--- config.mk ---
export PLATFORM = sky130hd
export DESIGN_NAME = fifo_ctrl_param
export DESIGN_NICKNAME = d
export VERILOG_FILES = /design/src/rtl/fifo_pkg.sv /design/src/rtl/fifo_ctrl_param_memoria_dp.sv /design/src/rtl/fifo_ctrl_param.sv
export SDC_FILE = /design/constraint.sdc
export NUM_CORES = 1
export LEC_CHECK = 0
export ABC_AREA = 1
export ABC_CLOCK_PERIOD_IN_PS = 2100
export CORE_ASPECT_RATIO = 0.9
export CORE_MARGIN = 4
export CORE_UTILIZATION = 45
export DETAILED_ROUTE_END_ITERATION = 7
export GPL_TIMING_DRIVEN = 1
export MAX_ROUTING_LAYER = met4
export PLACE_DENSITY = 0.72
export REMOVE_ABC_BUFFERS = 1
export SLEW_MARGIN = 20
export SYNTH_ARGS = -nofsm -noshare
export SYNTH_HDL_FRONTEND = slang
export SYNTH_SLANG_ARGS = --single-unit
--- constraint.sdc ---
create_clock -name clk -period 2.1 [get_ports clk]
set_input_delay 0.42 -clock clk [delete_from_list [all_inputs] [get_ports clk]]
set_output_delay 0.42 -clock clk [all_outputs]
set_load 0.005 [all_outputs]
--- src/rtl/fifo_pkg.sv ---
// Shared types, default sizing and helpers for the parametrised FIFO controller.
// The FIFO_FWFT_EN macro (read mode) is consumed by fifo_ctrl_param, not here.
package fifo_pkg;

  localparam int DEF_DATA_WIDTH = 10;
  localparam int DEF_DEPTH      = 8;

  // Encoding matches {wr_acc, rd_acc} so the accept bits cast straight in.
  typedef enum logic [1:0] {
    OP_IDLE  = 2'b00,
    OP_RD    = 2'b01,
    OP_WR    = 2'b10,
    OP_WR_RD = 2'b11
  } fifo_op_e;

  typedef struct packed {
    logic full;
    logic empty;
    logic almost_full;
    logic almost_empty;
  } fifo_status_t;

  function automatic int clog2(input int value);
    int result;
    result = 0;
    for (int v = value - 1; v > 0; v = v >> 1) begin
      result++;
    end
    return result;
  endfunction

  function automatic fifo_status_t decode_status(input int occupancy,
                                                 input int depth,
                                                 input int afull_lvl,
                                                 input int aempty_lvl);
    fifo_status_t s;
    s.full         = (occupancy == depth);
    s.empty        = (occupancy == 0);
    s.almost_full  = (occupancy >= afull_lvl);
    s.almost_empty = (occupancy <= aempty_lvl);
    return s;
  endfunction

endpackage

--- src/rtl/fifo_ctrl_param_memoria_dp.sv ---
// Storage array for fifo_ctrl_param: DEPTH x DATA_WIDTH registers,
// one synchronous write port and one asynchronous read port.
module memoria_dp #(
  parameter int DATA_WIDTH = 10,
  parameter int DEPTH      = 8,
  parameter int ADDR_W     = 3
) (
  input  logic                  clk,
  input  logic                  wr_en,
  input  logic [ADDR_W-1:0]     wr_addr,
  input  logic [DATA_WIDTH-1:0] wr_data,
  input  logic [ADDR_W-1:0]     rd_addr,
  output logic [DATA_WIDTH-1:0] rd_data
);

  logic [DATA_WIDTH-1:0] mem [DEPTH];

  // NOTE: the array has no reset; validity is tracked by the controller's
  // pointers and count, so clearing it would only cost reset fan-out.
  always_ff @(posedge clk) begin
    if (wr_en) begin
      mem[wr_addr] <= wr_data;
    end
  end

  assign rd_data = mem[rd_addr];

endmodule

--- src/rtl/fifo_ctrl_param.sv ---
// Parametrised synchronous FIFO controller with occupancy count, watermarks and
// overflow/underflow pulses. Define FIFO_FWFT_EN for first-word-fall-through reads.
module fifo_ctrl_param
  import fifo_pkg::*;
#(
  parameter int DATA_WIDTH = DEF_DATA_WIDTH,
  parameter int DEPTH      = DEF_DEPTH,
  parameter int AFULL_LVL  = 6,
  parameter int AEMPTY_LVL = 2,
  parameter int ADDR_W     = clog2(DEPTH)
) (
  input  logic                  clk,
  input  logic                  reset,
  input  logic                  wr_enable,
  input  logic [DATA_WIDTH-1:0] data_in,
  input  logic                  rd_enable,
  output logic [DATA_WIDTH-1:0] data_out,
  output logic                  data_valid,
  output logic                  full,
  output logic                  empty,
  output logic                  almost_full,
  output logic                  almost_empty,
  output logic [ADDR_W:0]       count,
  output logic                  overflow,
  output logic                  underflow,
  output logic [ADDR_W-1:0]     wr_ptr,
  output logic [ADDR_W-1:0]     rd_ptr
);

  localparam logic [ADDR_W-1:0] PTR_INC = {{(ADDR_W-1){1'b0}}, 1'b1};
  localparam logic [ADDR_W:0]   CNT_INC = {{ADDR_W{1'b0}}, 1'b1};

  logic                  wr_acc;
  logic                  rd_acc;
  fifo_op_e              op;
  fifo_status_t          status;
  logic [DATA_WIDTH-1:0] mem_rdata;

  // Flags come only from the registered count, never from the request inputs.
  assign status       = decode_status(int'(count), DEPTH, AFULL_LVL, AEMPTY_LVL);
  assign full         = status.full;
  assign empty        = status.empty;
  assign almost_full  = status.almost_full;
  assign almost_empty = status.almost_empty;

  // A write into a full FIFO is still taken when a pop frees the slot this cycle.
  assign rd_acc = rd_enable & ~empty;
  assign wr_acc = wr_enable & (~full | rd_acc);
  assign op     = fifo_op_e'({wr_acc, rd_acc});

  memoria_dp #(
    .DATA_WIDTH (DATA_WIDTH),
    .DEPTH      (DEPTH),
    .ADDR_W     (ADDR_W)
  ) u_mem (
    .clk     (clk),
    .wr_en   (wr_acc),
    .wr_addr (wr_ptr),
    .wr_data (data_in),
    .rd_addr (rd_ptr),
    .rd_data (mem_rdata)
  );

  // NOTE: state registers use non-blocking assignments so every register
  // samples pre-edge values, independent of statement order.
  always_ff @(posedge clk or negedge reset) begin
    if (!reset) begin
      wr_ptr    <= '0;
      rd_ptr    <= '0;
      count     <= '0;
      overflow  <= 1'b0;
      underflow <= 1'b0;
    end else begin
      if (wr_acc) begin
        wr_ptr <= wr_ptr + PTR_INC;
      end
      if (rd_acc) begin
        rd_ptr <= rd_ptr + PTR_INC;
      end
      unique case (op)
        OP_WR:   count <= count + CNT_INC;
        OP_RD:   count <= count - CNT_INC;
        default: count <= count;
      endcase
      overflow  <= wr_enable & ~wr_acc;
      underflow <= rd_enable & ~rd_acc;
    end
  end

`ifdef FIFO_FWFT_EN
  // Head word is shown straight from the storage register; rd_enable pops it.
  assign data_out   = empty ? '0 : mem_rdata;
  assign data_valid = ~empty;
`else
  always_ff @(posedge clk or negedge reset) begin
    if (!reset) begin
      data_out   <= '0;
      data_valid <= 1'b0;
    end else begin
      data_valid <= rd_acc;
      if (rd_acc) begin
        data_out <= mem_rdata;
      end
    end
  end
`endif

endmodule

==> reports/results.txt <==
CTS tree -> built
R2R Setup Slk -> 130 ps
Share of cells above drive strength 1 -> 13.6%
Type of the worst setup path -> reg -> out
Critical Path End Type -> output port
GRT Overall Usage -> 17.3%
Top_reg_cell synth -> edfxtp_1
P_sw -> 2.41 mW
Most frequent cell after synthesis -> nor2_1
Die width -> 111 um
Reg power frac -> 40.9%
Setup crit end -> almost_full
Setup Fix Bufs, Post-CTS -> 0
CP required -> 1680 ps
Core Region -> 0.00917 mm^2
I/O Buffers -> 40
P_leak -> 2.01 nW
Worst Skew -> 9.14 ps
Ys Warns -> 0
# IOs -> 41
Die Ht -> 100 um
Antenna-violating nets left -> 0
Via count -> 2904
Final Hold Vio Count -> 0
Initial DRC Count -> 156
Final min period -> 2010 ps
Placed cell count -> 547
# rows -> 33
Switch share -> 35.1%
Post-Place Setup Slack -> -168 ps
Post-Synthesis Cell Area -> 0.00427 mm^2
CP Launch Type -> register
Worst skew pair latency -> 360 ps
Cell Int Power -> 4.45 mW
Maximum VDD drop -> 0.657 mV
Post-Syn Area per Cell -> 11.4 um^2
Clock group share of total power -> 20.1%
Routed Wire Length -> 9.08 mm
Yosys top cell area share -> 56.3%
Crit share post-route -> 95.5%
Die area -> 0.0111 mm^2
EDFF count, synth -> 80
Area grow syn2layout -> 21.5%
Vias in the first global route -> 2856
R2R Path Start -> count[2]$_DFFE_PN0P_
CP Max Fanout -> 6
Critical Path Start -> count[2]$_DFFE_PN0P_
Final setup fails -> 0
Register-to-Register Path Depth -> 12
Hold_buf cts -> 0
Average routed wire per standard cell -> 16.1 um
CTS H-tree depth -> 3
Initial antenna violation count -> 0
Final Non-Filler Cells -> 563
Post-DP HPWL -> 5.93 mm
First-pass GRT wire length -> 14.4 mm
Max-cap violations -> 0
Dominant cell type by area after synthesis -> edfxtp_1
Residual DRC -> 0
Worst reg2reg endpoint -> count[2]$_DFFE_PN0P_
Actual slew at the worst max-slew pin -> 716 ps
Final worst slack -> 94.5 ps
Root Buffer -> clkbuf_8
Post-synthesis sequential area ratio -> 69.8%
Post-Syn Instances -> 374
Seq cells post-synth -> 103
Critical Path AT -> 1590 ps
Synth area leaders -> edfxtp_1 56%, dfrtp_1 13%, nor2_1 8.0%, o21ai_0 4.6%, nand3_1 3.9%
Gp weighted congestion -> 0.819
Total negative slack -> 0 ps
Hold Crit Class -> in -> async
Max-slew violations -> 0
Fmax -> 499 MHz
Vias/cell -> 5.16
Largest buffer count on any clock path -> 2
Worst hold slack -> 417 ps
Post-route cell area -> 0.00518 mm^2
Worst slew margin -> 52.2%
Clock net sink count -> 103
TritonCTS Buffers -> 9
Pre-Repair DR Iteration Count -> 5
ANT cells -> 0
Nets -> 455
Post-DP Area -> 0.00494 mm^2
Pin count of the biggest net entering global routing -> 42
Netlist cell types -> 28
Status -> finished clean
PwrDens -> 1320 mW/mm^2
RSZ-0062 raised after global routing -> true
Combinational Power Share -> 38.9%
Overflow after GRT -> 0
Starting density of the core -> 46.5%
CTS clk-pin slew, worst paths -> 100 ps
Post-synth top cells -> 91 x nor2_1, 80 x edfxtp_1, 42 x nand2_1
Fraction of registers with async set/reset -> 22.3%
worst max-delay path, cell delays in order, from the launching register on:
cell,delay (ps)
dfrtp_1,390
buf_4,160
inv_2,60
o21ai_1,110
clkdlybuf4s50_1,510
power groups by stage:
| stage | Sequential [mW] | Clock, mW | Combinational [mW] |
|---|---|---|---|
| finish | 2.81 | 1.38 | 2.67 |
| global route | 2.85 | 1.50 | 2.98 |
| floorplan | 2.99 | 0 | 1.25 |
| CTS | 2.80 | 1.41 | 2.67 |
| global placement | 2.83 | 0 | 2.58 |
| detailed placement | 2.84 | 0 | 2.65 |
sequential cells by signal, summed over array words and instances (netlist names):
register    flops
u_mem.mem      80
count           4
overflow        1
data_valid      1
data_out       10
underflow       1
rd_ptr          3
wr_ptr          3
layout make-up:
| cell class | count | area [um^2] |
|---|---|---|
| clock buffer | 9 | 124 |
| clock inverter | 7 | 103 |
| fill | 779 | 3990 |
| inverter | 19 | 73.8 |
| multi-input combinational | 235 | 1110 |
| sequential | 103 | 2980 |
| tap | 122 | 153 |
| timing repair buffer | 68 | 638 |
through the flow:
step	utilization (%)	total power, mW
after global placement	53.9	5.41
after detailed placement	53.9	5.49
after global routing	56.5	7.32
after floorplan	-	4.24
final	56.5	6.86
after CTS	56.4	6.88
layout by cell type, fill, tap and decap left out, drive strengths merged, types with 2 or more instances in the layout:
cell type / instances
inv: 23
edfxtp: 80
ha: 5
o21ai: 45
xnor2: 2
buf: 28
bufinv: 2
dfrtp: 23
nor2: 96
or2: 2
clkbuf: 9
nand2: 45
nand3: 33
xor2: 3
clkdlybuf4s50: 39
cells by family after synthesis:
logic type	synth area share, %
AND/OR/NAND/NOR	17.8
XOR/XNOR	1.03
buffers and inverters	4.37
AO/OA/AOI/OAI	5.54
adder cells (fa/ha/maj)	1.47
flip-flops	69.8
worst min path at each step:
stage | to | start | depth (start not counted)
floorplan | count[0]$_DFFE_PN0P_ | reset | 0
global placement | data_out[8]$_DFFE_PN0P_ | data_out[8]$_DFFE_PN0P_ | 2
detailed placement | data_out[8]$_DFFE_PN0P_ | data_out[8]$_DFFE_PN0P_ | 2
CTS | data_out[4]$_DFFE_PN0P_ | reset | 2
global route | data_out[2]$_DFFE_PN0P_ | reset | 2
finish | data_out[4]$_DFFE_PN0P_ | reset | 2
timing repair:
action                     CTS  global route
setup endpoints to repair    1             3
pin swaps                    0             1
resized for setup            2             4
layer usage:
metal  wire length, um  GRT usage [%]  vias up
met5                 0              -        -
met4                82           5.97        0
li1                  -              -     1392
met3               617           4.22       12
met2              4490           27.8      101
met1              3890           21.7     1399
No activity file was read; power rests on OpenSTA's default activity.
